===== src/rtl/count_log_pkg.sv =====
// count_log_pkg: event type codes and entry field packing for count_event_logger
package count_log_pkg;
    localparam logic [1:0] EV_MATCH = 2'b01;
    localparam logic [1:0] EV_WRAP  = 2'b10;
    localparam logic [1:0] EV_BOTH  = 2'b11;
    function automatic int entry_w(int ts_w);
        return 2 + 4 + ts_w;
    endfunction
    function automatic logic [5:0] pack_tv(logic [1:0] t, logic [3:0] v);
        return {v, t};
    endfunction
    function automatic logic [1:0] entry_type(logic [5:0] f);
        return f[1:0];
    endfunction
    function automatic logic [3:0] entry_value(logic [5:0] f);
        return f[5:2];
    endfunction
endpackage


===== src/rtl/count_log_fifo.sv =====
// count_log_fifo: in-order sync FIFO; ports clk, reset, push/din, pop/dout, full, empty (push+pop allowed when full)
module count_log_fifo #(
    parameter int W     = 14,
    parameter int DEPTH = 4
) (
    input  logic         clk,
    input  logic         reset,
    input  logic         push,
    input  logic [W-1:0] din,
    input  logic         pop,
    output logic [W-1:0] dout,
    output logic         full,
    output logic         empty
);
    localparam int AW = $clog2(DEPTH);
    logic [W-1:0]  mem [DEPTH];
    logic [AW-1:0] wp, rp;
    logic [AW:0]   cnt;
    always_ff @(posedge clk) begin
        if (push) mem[wp] <= din;
    end
    always_ff @(posedge clk) begin
        if (reset) begin
            wp  <= '0;
            rp  <= '0;
            cnt <= '0;
        end else begin
            if (push) wp <= wp + 1'b1;
            if (pop) rp <= rp + 1'b1;
            cnt <= cnt + (AW+1)'(push) - (AW+1)'(pop);
        end
    end
    assign dout  = mem[rp];
    assign full  = cnt == (AW+1)'(DEPTH);
    assign empty = cnt == '0;
endmodule


===== src/rtl/count_event_logger.sv =====
// count_event_logger: detects MATCH/WRAP_A on sampled a_cnt/b_cnt, timestamps and queues events; ports clk, reset, in_valid/a_cnt/b_cnt in, ev_* valid/ready out, overflow/drop_cnt/clr_ovf
module count_event_logger
    import count_log_pkg::*;
#(
    parameter int DEPTH  = 4,
    parameter int TS_W   = 8,
    parameter int DROP_W = 4
) (
    input  logic              clk,
    input  logic              reset,
    input  logic              in_valid,
    input  logic [3:0]        a_cnt,
    input  logic [3:0]        b_cnt,
    output logic              ev_valid,
    input  logic              ev_ready,
    output logic [1:0]        ev_type,
    output logic [3:0]        ev_value,
    output logic [TS_W-1:0]   ev_ts,
    output logic              overflow,
    input  logic              clr_ovf,
    output logic [DROP_W-1:0] drop_cnt
);
    localparam int EW = entry_w(TS_W);
    logic [TS_W-1:0] ts;
    logic [3:0]      prev_a;
    logic            prev_eq, have_prev;
    logic            is_match, is_wrap, ev, pop, push, drop, full, empty;
    logic [1:0]      typ;
    logic [EW-1:0]   din, dout;
    assign is_match = in_valid && a_cnt == b_cnt && !prev_eq;
    assign is_wrap  = in_valid && have_prev && prev_a == 4'hF && a_cnt == 4'h0;
    assign ev       = is_match || is_wrap;
    assign typ      = is_match && is_wrap ? EV_BOTH : is_wrap ? EV_WRAP : EV_MATCH;
    assign din      = {ts, pack_tv(typ, a_cnt)};
    assign ev_valid = !empty;
    assign pop      = ev_valid && ev_ready;
    assign push     = ev && (!full || pop);
    assign drop     = ev && full && !pop;
    assign ev_type  = empty ? '0 : entry_type(dout[5:0]);
    assign ev_value = empty ? '0 : entry_value(dout[5:0]);
    assign ev_ts    = empty ? '0 : dout[EW-1:6];
    count_log_fifo #(.W(EW), .DEPTH(DEPTH)) u_fifo (
        .clk   (clk),
        .reset (reset),
        .push  (push),
        .din   (din),
        .pop   (pop),
        .dout  (dout),
        .full  (full),
        .empty (empty)
    );
    always_ff @(posedge clk) begin
        if (reset) begin
            ts        <= '0;
            prev_eq   <= 1'b0;
            prev_a    <= '0;
            have_prev <= 1'b0;
            overflow  <= 1'b0;
            drop_cnt  <= '0;
        end else begin
            ts <= ts + 1'b1;
            if (in_valid) begin
                prev_eq   <= a_cnt == b_cnt;
                prev_a    <= a_cnt;
                have_prev <= 1'b1;
            end
            if (drop) begin
                overflow <= 1'b1;
                drop_cnt <= clr_ovf ? DROP_W'(1) : drop_cnt + DROP_W'(!(&drop_cnt));
            end else if (clr_ovf) begin
                overflow <= 1'b0;
                drop_cnt <= '0;
            end
        end
    end
endmodule


===== config.mk =====
export PLATFORM = sky130hd
export DESIGN_NAME = count_event_logger
export DESIGN_NICKNAME = d
export VERILOG_FILES = /design/src/rtl/count_log_pkg.sv /design/src/rtl/count_log_fifo.sv /design/src/rtl/count_event_logger.sv
export SDC_FILE = /design/constraint.sdc
export NUM_CORES = 1
export LEC_CHECK = 0
export ABC_AREA = 0
export CORE_MARGIN = 8
export CORE_UTILIZATION = 57
export CTS_BUF_LIST = sky130_fd_sc_hd__clkbuf_4 sky130_fd_sc_hd__clkbuf_8
export DETAILED_ROUTE_END_ITERATION = 8
export GPL_ROUTABILITY_DRIVEN = 0
export PLACE_DENSITY = 0.86
export RECOVER_POWER = 50
export SLEW_MARGIN = 40
export SYNTH_ARGS = -nofsm -noshare
export SYNTH_HDL_FRONTEND = slang
export SYNTH_SLANG_ARGS = --single-unit

===== constraint.sdc =====
create_clock -name clk -period 4.6 [get_ports clk]
set_input_delay 1.15 -clock clk [delete_from_list [all_inputs] [get_ports clk]]
set_output_delay 1.15 -clock clk [all_outputs]
set_load 0.02 [all_outputs]

==> results of run 1 <==
==> worst min-delay path by stage <==
| stage | start | end | slack (ns) |
|---|---|---|---|
| 3_5_place_dp | have_prev$_SDFFE_PP0P_ | have_prev$_SDFFE_PP0P_ | 0.46 |
| 5_1_grt | drop_cnt[0]$_SDFFE_PP0P_ | drop_cnt[0]$_SDFFE_PP0P_ | 0.52 |
| 6_report | have_prev$_SDFFE_PP0P_ | have_prev$_SDFFE_PP0P_ | 0.48 |
| 2_1_floorplan | have_prev$_SDFFE_PP0P_ | have_prev$_SDFFE_PP0P_ | 0.43 |
| 4_1_cts | have_prev$_SDFFE_PP0P_ | have_prev$_SDFFE_PP0P_ | 0.48 |
| 3_3_place_gp | have_prev$_SDFFE_PP0P_ | have_prev$_SDFFE_PP0P_ | 0.46 |
==> through the flow <==
step | hold WS, ns | instance area (sq um) | utilization, %
2_1_floorplan | 0.433 | 3540 | -
3_3_place_gp | 0.456 | 3920 | 65.9
3_5_place_dp | 0.463 | 3920 | 65.9
4_1_cts | 0.483 | 4130 | 69.3
5_1_grt | 0.519 | 4110 | 69.1
6_report | 0.479 | 4110 | 69.1
==> power groups by stage <==
stage	Combinational, mW	Sequential, mW	Clock [mW]
after detailed placement	0.510	0.875	0
after CTS	0.512	0.858	0.534
after global placement	0.498	0.873	0
after floorplan	0.338	0.863	0
after global routing	0.537	0.863	0.564
final	0.498	0.858	0.526
==> state kept, by name (all words and copies together), names as in the netlist, named ones only <==
name	flops
drop_cnt	4
have_prev	1
overflow	1
prev_a	4
prev_eq	1
ts	8
u_fifo.cnt	3
u_fifo.mem	56
u_fifo.rp	2
u_fifo.wp	2
==> tightest hold or removal path, delay by kind of cell, from the launching register on <==
family           cells  cell delay (ns)
flip-flops           1             0.33
AND/OR/NAND/NOR      2             0.11
==> placed cells by master (no fill, tap or decap), drive strengths merged, types with 3 or more instances in the layout <==
| master | instances |
|---|---|
| clkbuf | 10 |
| dlygate4sd3 | 10 |
| ha | 9 |
| nand4 | 4 |
| xor2 | 5 |
| edfxtp | 56 |
| nand2 | 6 |
| and2 | 20 |
| or3 | 3 |
| nor2 | 21 |
| mux2i | 8 |
| dfxtp | 28 |
| nor2b | 5 |
| clkdlybuf4s50 | 22 |
| xnor2 | 8 |
| mux4 | 14 |
| inv | 11 |
| nand3 | 9 |
==> layer usage <==
metal | vias up | track usage (%) | part of all wire, % | wire length (um)
met5 | - | 0 | 0 | 0
met4 | 0 | 8.32 | 2.1 | 127
met3 | 10 | 3.57 | 4.7 | 292
met2 | 44 | 25.1 | 50 | 3100
met1 | 971 | 18.1 | 43 | 2660
li1 | 945 | - | - | -
==> cell families after synthesis <==
| family | after synthesis | share of synthesized area, % |
|---|---|---|
| AO/OA/AOI/OAI | 9 | 2.83 |
| adder cells (fa/ha/maj) | 10 | 3.75 |
| flip-flops | 84 | 63.4 |
| buffers and inverters | 17 | 2.05 |
| AND/OR/NAND/NOR | 81 | 13.3 |
| multiplexers | 23 | 11.5 |
| XOR/XNOR | 13 | 3.22 |
==> layout make-up <==
| cell class | count | area share, % |
|---|---|---|
| Sequential cell | 84 | 54.5 |
| Multi-Input combinational cell | 136 | 29.4 |
| Timing Repair Buffer | 34 | 8.06 |
| Clock buffer | 9 | 3.01 |
| Tap cell | 75 | 2.28 |
| Clock inverter | 7 | 2.01 |
| Inverter | 8 | 0.730 |
==> results.py, run 1 <==
metrics = {
    "floorplan": {
        "core-area_sq_um": 5960,
        "die_h_um": 94.8,
        "die_w_um": 94.8,
        "rows": 28,
        "initial_core_util_pct": 59.4,
        "io_pins": 33,
        "die_area_sq_um": 8980,
    },
    "power_and_ir_drop": {
        "switching_share_pct": 28.3,
        "power_switching_mw": 0.532,
        "share_comb_of_total_power_pct": 26.5,
        "peakVddDrop_uv": 458,
        "power_frac_clock_pct": 27.9,
        "p_int_mw": 1.35,
        "p_leak_nw": 1.43,
        "p_total_mw": 1.88,
        "pwr_density_cell_nw_per_um2": 458,
        "p_seq_share_pct": 45.6,
    },
    "final_layout": {
        "final_cells": 353,
        "multi_input_area_sq_um": 1210,
        "fillers": 414,
        "post_route_cells_drive_above_1_share_pct": 13.3,
        "antennaDiodeCount": 0,
        "layout.nets": 296,
        "area_growth_pct": 16.3,
        "seq_area_sq_um": 2240,
    },
    "synth": {
        "synth_common_cells": "56 x edfxtp_1, 28 x dfxtp_1, 21 x nor2_1, 20 x and2_1, 14 x mux4_2",
        "netlist_instances": 237,
        "synth_area_leaders": "edfxtp_1 48%, dfxtp_1 16%, mux4_2 8.9%, and2_1 3.5%, ha_1 3.2%",
        "synth_edf_count": 56,
        "synth_ff_type": "edfxtp_1",
        "synth_top_cell_by_area": "edfxtp_1",
        "avgSynthCellArea_sq_um": 14.9,
        "syn-num-nets": 260,
        "synth.distinct_cells": 41,
        "synth_top_area_share_pct": 47.5,
        "ys_async_sr_fraction_pct": 0,
        "ys.warnings.count": 0,
        "yosysMostFrequentCell": "edfxtp_1",
        "ys_seq_area_share_pct": 63.4,
        "synth_seq_cells": 84,
        "syn_area_sq_um": 3540,
    },
    "sta": {
        "fmaxAchievable_ghz": 0.283,
        "setup_tns_ns": 0,
        "setup_viol": 0,
        "rsz0062_at_grt": "false",
        "worstMarginPinSlew_ns": 1.20,
        "finalHoldViolCount": 0,
        "fin_crit_sh_pct": 76.7,
        "relSlewSlack_pct": 19.7,
        "fin_ws_ns": 1.07,
        "slew_violations": 0,
        "fin_crit_ns": 3.53,
        "fin_skew_ns": 0.00947,
    },
    "critical_path": {
        "critPathTopFamily": "simple AND/OR/NAND/NOR gates",
        "start_kind": "input port",
        "rr_worst_depth": 9,
        "crit_type": "in2reg",
        "r2r-start": "u_fifo.cnt[1]$_SDFF_PP0_",
        "cp_slowest_cell": "dlygate4sd3_1",
        "crit_buf_inv": 1,
        "end_kind": "flip-flop",
        "critPathArrivalTime_ns": 3.51,
        "crit_end": "u_fifo.mem[1][8]$_DFFE_PP_",
        "cpPeakStageDelay_ns": 0.72,
        "path_cells": "dlygate4sd3_1 > xnor2_1 > nand3_1 > o41ai_4 > and2_1",
        "cp_max_fo": 14,
        "rrSetupSlack_ns": 1.94,
        "path_depth": 5,
        "crit_start": "a_cnt[1]",
        "cp.required_ns": 4.58,
        "reg2reg_to": "u_fifo.cnt[2]$_SDFF_PP0_",
    },
    "clock_network": {
        "htreeDepth": 3,
        "insertion_delay_ns": 0.34,
        "clock-sinks": 84,
        "clk_pin_slew_ns": 0.09,
        "cts_root_buf": "clkbuf_8",
        "cts_tree": "built",
        "cts.path.max_buffers": 2,
        "post_cts_resized": 0,
        "post_cts_buffers": 0,
        "hold_buffers": 0,
        "numCtsBuffers": 9,
    },
    "global_route": {
        "grt_pass1_wl_mm": 10.2,
        "antenna_found_initial": 0,
        "grt_overflow": 0,
        "grt_pass1_vias": 2059,
        "grt_start_max_net_pins": 30,
        "grtUsageTotal_pct": 15.2,
    },
    "drt": {
        "num_vias": 1970,
        "drt-wirelength-per-cell_um": 17.5,
        "drt_iter0_markers": 99,
        "drc": 0,
        "dr.pass1.iters": 4,
        "via_per_inst": 5.58,
        "routed_wirelength_mm": 6.18,
        "ant_nets": 0,
    },
    "worst_hold_path": {
        "holdPathStages": 2,
        "min_path_type": "reg2reg",
    },
    "run_status": {
        "outcome": "complete, no violations",
    },
    "placement": {
        "port_buffers": 32,
        "post-place-ws_ns": 0.856,
        "dp_hpwl_mm": 4.35,
        "placedCellCount": 337,
    },
    "job": {
        "max_cap_viol_count": 0,
    },
}
Power figures use the tool's default switching activity.
==> run 2: changes to the inputs <==
==> constraint.sdc (replaced) <==
create_clock -name clk -period 3.4 [get_ports clk]
set_input_delay 0.85 -clock clk [delete_from_list [all_inputs] [get_ports clk]]
set_output_delay 0.85 -clock clk [all_outputs]
set_load 0.02 [all_outputs]
==> results.py, run 2 (same netlist as run 1, synthesis figures left out) <==
metrics = {
    "run_status": {
        "outcome": "complete, no violations",
    },
    "sta": {
        "fin_ws_ns": 0.342,
        "relSlewSlack_pct": 17.2,
        "setup_tns_ns": 0,
        "finalHoldViolCount": 0,
        "slew_violations": 0,
        "setup_viol": 0,
        "fin_skew_ns": 0.00986,
        "worstMarginPinSlew_ns": 1.24,
        "fin_crit_ns": 3.06,
        "rsz0062_at_grt": "false",
        "fin_crit_sh_pct": 89.9,
        "fmaxAchievable_ghz": 0.327,
        "timing.hold.ws_ns": 0.482,
    },
    "critical_path": {
        "critPathArrivalTime_ns": 2.21,
        "end_kind": "output port",
        "cp_slowest_cell": "clkdlybuf4s50_1",
        "crit_type": "reg2out",
        "path_depth": 4,
        "cpPeakStageDelay_ns": 0.55,
        "start_kind": "flip-flop",
        "critPathTopFamily": "buffers and inverters",
        "rr_worst_depth": 9,
        "path_cells": "buf_4 > mux4_2 > and2_1 > clkdlybuf4s50_1",
        "cp.required_ns": 2.55,
        "crit_buf_inv": 2,
        "cp_max_fo": 14,
    },
    "floorplan": {
        "initial_core_util_pct": 59.4,
        "io_pins": 33,
        "die_h_um": 94.8,
        "core-area_sq_um": 5960,
        "die_w_um": 94.8,
        "die_area_sq_um": 8980,
        "rows": 28,
    },
    "final_layout": {
        "area_growth_pct": 19.3,
        "layout.nets": 308,
        "top_register": "u_fifo.mem",
        "post_route_cells_drive_above_1_share_pct": 16.2,
        "antennaDiodeCount": 0,
        "layout_common_cells": "56 x edfxtp_1, 28 x dfxtp_1, 22 x clkdlybuf4s50_1",
        "final_common_cell": "edfxtp_1",
        "largest_reg_flops": 56,
        "reg_top3": "u_fifo.mem x56, ts x8",
    },
    "power_and_ir_drop": {
        "peakVddDrop_uv": 347,
        "p_leak_nw": 1.50,
        "power_switching_mw": 0.686,
        "share_comb_of_total_power_pct": 27.3,
        "p_seq_share_pct": 45.4,
        "p_int_mw": 1.86,
        "switching_share_pct": 26.9,
        "pwr_density_cell_nw_per_um2": 604,
        "power_frac_clock_pct": 27.3,
    },
    "clock_network": {
        "post_cts_resized": 0,
        "clock-sinks": 84,
        "insertion_delay_ns": 0.34,
        "cts_root_buf": "clkbuf_8",
        "cts.path.max_buffers": 2,
        "clk_pin_slew_ns": 0.08,
        "post_cts_buffers": 0,
        "numCtsBuffers": 9,
        "cts_tree": "built",
        "hold_buffers": 0,
        "htreeDepth": 3,
    },
    "placement": {
        "port_buffers": 32,
        "post-place-ws_ns": 0.0589,
        "dp_hpwl_mm": 4.59,
    },
    "global_route": {
        "grtUsageTotal_pct": 15.4,
        "grt_overflow": 0,
        "grt_start_max_net_pins": 29,
        "grt_pass1_wl_mm": 10.3,
        "antenna_found_initial": 0,
        "grt_pass1_vias": 2118,
    },
    "worst_hold_path": {
        "min_path_type": "reg2reg",
        "holdPathStages": 2,
    },
    "drt": {
        "drc": 0,
        "num_vias": 2058,
        "routed_wirelength_mm": 6.46,
        "drt_iter0_markers": 139,
        "drt-wirelength-per-cell_um": 17.7,
        "ant_nets": 0,
        "dr.pass1.iters": 4,
        "via_per_inst": 5.64,
    },
    "job": {
        "max_cap_viol_count": 0,
    },
}
## run 2: power by group through the flow
stage          logic (mW)  clock network [mW]  registers (mW)
2_1_floorplan       0.457                   0            1.17
3_3_place_gp        0.697                   0            1.18
3_5_place_dp        0.716                   0            1.18
4_1_cts             0.718               0.718            1.16
5_1_grt             0.749               0.751            1.16
6_report            0.696               0.697            1.16
## run 2: final timing paths
path,from,endpoint,slack (ns)
setup / recovery,flip-flop,ev_value[2],0.34
hold / removal,have_prev$_SDFFE_PP0P_,have_prev$_SDFFE_PP0P_,0.48
setup reg to reg,u_fifo.cnt[1]$_SDFF_PP0_,u_fifo.cnt[2]$_SDFF_PP0_,0.71
hold reg to reg,have_prev$_SDFFE_PP0P_,have_prev$_SDFFE_PP0P_,0.48
## run 2: tightest hold or removal path, cell delays in order, from the launching register on
cell,delay [ns]
dfxtp_1,0.34
nor2_1,0.05
nor2_1,0.07
## run 2: metrics by stage
| step | cells | power, mW | utilization (%) | instance area (sq um) |
|---|---|---|---|---|
| detailed placement | 349 | 1.89 | 67.8 | 4040 |
| global placement | 349 | 1.87 | 67.8 | 4040 |
| global route | 365 | 2.66 | 70.9 | 4220 |
| CTS | 365 | 2.59 | 71.2 | 4240 |
| finish | 365 | 2.55 | 70.9 | 4220 |
| floorplan | 237 | 1.62 | - | 3540 |
## run 2: final cells by class
cell class / count / area, sq um
clock inverter: 4 / 47.5
tap: 75 / 93.8
multi-input combinational: 136 / 1210
inverter: 8 / 30.0
clock buffer: 12 / 153
sequential: 84 / 2240
timing repair buffer: 46 / 439
fill: 392 / 1740
## run 2: per-layer routing
metal	share of wire (%)	wire, um	vias to the layer above	track usage (%)
li1	-	-	970	-
met1	41	2620	1011	17.6
met2	52	3350	67	26.2
met3	5.7	368	10	4.13
met4	1.9	121	0	7.67
met5	0	0	-	0
==> run 3: changes to the inputs <==
--- a/config.mk
+++ b/config.mk
@@ -6,6 +6,7 @@
 export NUM_CORES = 1
 export LEC_CHECK = 0
 export ABC_AREA = 0
+export CORE_ASPECT_RATIO = 0.6
 export CORE_MARGIN = 8
 export CORE_UTILIZATION = 57
 export CTS_BUF_LIST = sky130_fd_sc_hd__clkbuf_4 sky130_fd_sc_hd__clkbuf_8
==> constraint.sdc (replaced) <==
create_clock -name clk -period 3.4 [get_ports clk]
set_input_delay 0.85 -clock clk [delete_from_list [all_inputs] [get_ports clk]]
set_output_delay 0.85 -clock clk [all_outputs]
set_load 0.05 [all_outputs]
==> results.py, run 3 (same netlist as run 1, synthesis figures left out) <==
metrics = {
    "floorplan": {
        "rows": 22,
        "initial_core_util_pct": 58.4,
        "die_h_um": 77.0,
        "die_w_um": 118,
        "io_pins": 33,
        "die_area_sq_um": 9070,
        "core-area_sq_um": 6060,
    },
    "critical_path": {
        "r2r-start": "u_fifo.cnt[1]$_SDFF_PP0_",
        "crit_type": "reg2out",
        "cp_max_fo": 17,
        "rrSetupSlack_ns": 0.64,
        "end_kind": "output port",
        "start_kind": "flip-flop",
        "reg2reg_to": "u_fifo.cnt[2]$_SDFF_PP0_",
        "cp.required_ns": 2.55,
        "critPathArrivalTime_ns": 2.31,
        "rr_worst_depth": 9,
    },
    "job": {
        "max_cap_viol_count": 0,
    },
    "worst_hold_path": {
        "worstHoldStart": "have_prev$_SDFFE_PP0P_",
        "min_to": "have_prev$_SDFFE_PP0P_",
        "min_path_type": "reg2reg",
        "holdPathStages": 2,
    },
    "final_layout": {
        "stdcell_area_sq_um": 4230,
        "top_register": "u_fifo.mem",
        "final_common_cell": "edfxtp_1",
        "largest_reg_flops": 56,
        "final_cells": 379,
        "fin_util_pct": 69.9,
        "layout.nets": 313,
        "layout_common_cells": "56 x edfxtp_1, 28 x dfxtp_1, 26 x buf_4",
        "reg_top3": "u_fifo.mem x56, ts x8",
        "post_route_cells_drive_above_1_share_pct": 21.0,
        "area_growth_pct": 19.6,
        "antennaDiodeCount": 0,
    },
    "global_route": {
        "grt_start_max_net_pins": 29,
        "grt_pass1_wl_mm": 11.0,
        "grt_overflow": 0,
        "antenna_found_initial": 0,
        "grtUsageTotal_pct": 15.6,
        "grt_pass1_vias": 2094,
    },
    "power_and_ir_drop": {
        "peakVddDrop_uv": 348,
        "p_leak_nw": 1.53,
        "pwr_density_cell_nw_per_um2": 662,
        "p_total_mw": 2.80,
    },
    "drt": {
        "drc": 0,
        "wl_met3_um": 304,
        "ant_nets": 0,
        "dr.pass1.iters": 4,
        "met2_wirelength_mm": 3.18,
        "drt-wirelength-per-cell_um": 17.6,
        "num_vias": 2034,
        "drt_iter0_markers": 90,
        "met1_length_mm": 3.12,
        "via_per_inst": 5.37,
        "routed_wirelength_mm": 6.66,
        "dr.max_layer_used": "met4",
    },
    "clock_network": {
        "clock-sinks": 84,
        "cts.path.max_buffers": 2,
        "hold_buffers": 0,
        "cts_tree": "built",
        "cts_root_buf": "clkbuf_8",
        "post_cts_buffers": 0,
        "clk_pin_slew_ns": 0.09,
        "post_cts_resized": 0,
        "insertion_delay_ns": 0.35,
        "numCtsBuffers": 9,
        "htreeDepth": 3,
    },
    "sta": {
        "fin_ws_ns": 0.245,
        "setup_tns_ns": 0,
        "fmaxAchievable_ghz": 0.317,
        "relSlewSlack_pct": 20.4,
        "worstMarginPinSlew_ns": 1.19,
        "timing.hold.ws_ns": 0.485,
        "fin_crit_sh_pct": 92.8,
        "fin_skew_ns": 0.00793,
        "slew_violations": 0,
        "rsz0062_at_grt": "false",
        "fin_crit_ns": 3.16,
        "finalHoldViolCount": 0,
        "setup_viol": 0,
    },
    "run_status": {
        "outcome": "complete, no violations",
    },
    "placement": {
        "dp_hpwl_mm": 4.66,
        "place_area_sq_um": 4040,
        "port_buffers": 32,
        "placedCellCount": 363,
        "post-place-ws_ns": 0.0921,
    },
}
run 3: power breakdown:
group | switching [mW] | total (mW) | internal (mW)
clock | 0.346 | 0.768 | 0.422
combinational | 0.511 | 0.860 | 0.349
sequential | 0.0522 | 1.17 | 1.12
run 3: worst max path at each step:
stage / start / endpoint / cells past startpoint
after floorplan: ev_ready / u_fifo.cnt[2]$_SDFF_PP0_ / 8
after global placement: ev_ready / u_fifo.cnt[2]$_SDFF_PP0_ / 9
after detailed placement: ev_ready / u_fifo.cnt[2]$_SDFF_PP0_ / 9
after CTS: flip-flop / ev_ts[4] / 3
after global routing: u_fifo.cnt[1]$_SDFF_PP0_ / ev_value[0] / 3
final: u_fifo.cnt[1]$_SDFF_PP0_ / ev_value[0] / 3
run 3: final cells by class:
type                    count  area, sq um
clock buffers              10          131
clock inverters             6         87.6
fillers                   433         1820
inverters                   8         30.0
multi-input cells         136         1210
flip-flops and latches     84         2240
well taps                  84          105
repair buffers             51          420
run 3: routing by layer:
layer,vias up,GRT usage [%]
met4,0,5.72
met1,1004,20.1
met3,7,4.97
met5,-,0
met2,43,24.4
li1,980,-
run 3: worst max-delay path: stages (launching register included):
cell and delay, ns:
dfxtp_1 0.37, or3_2 0.66, and2_1 0.23, clkdlybuf4s50_1 0.70
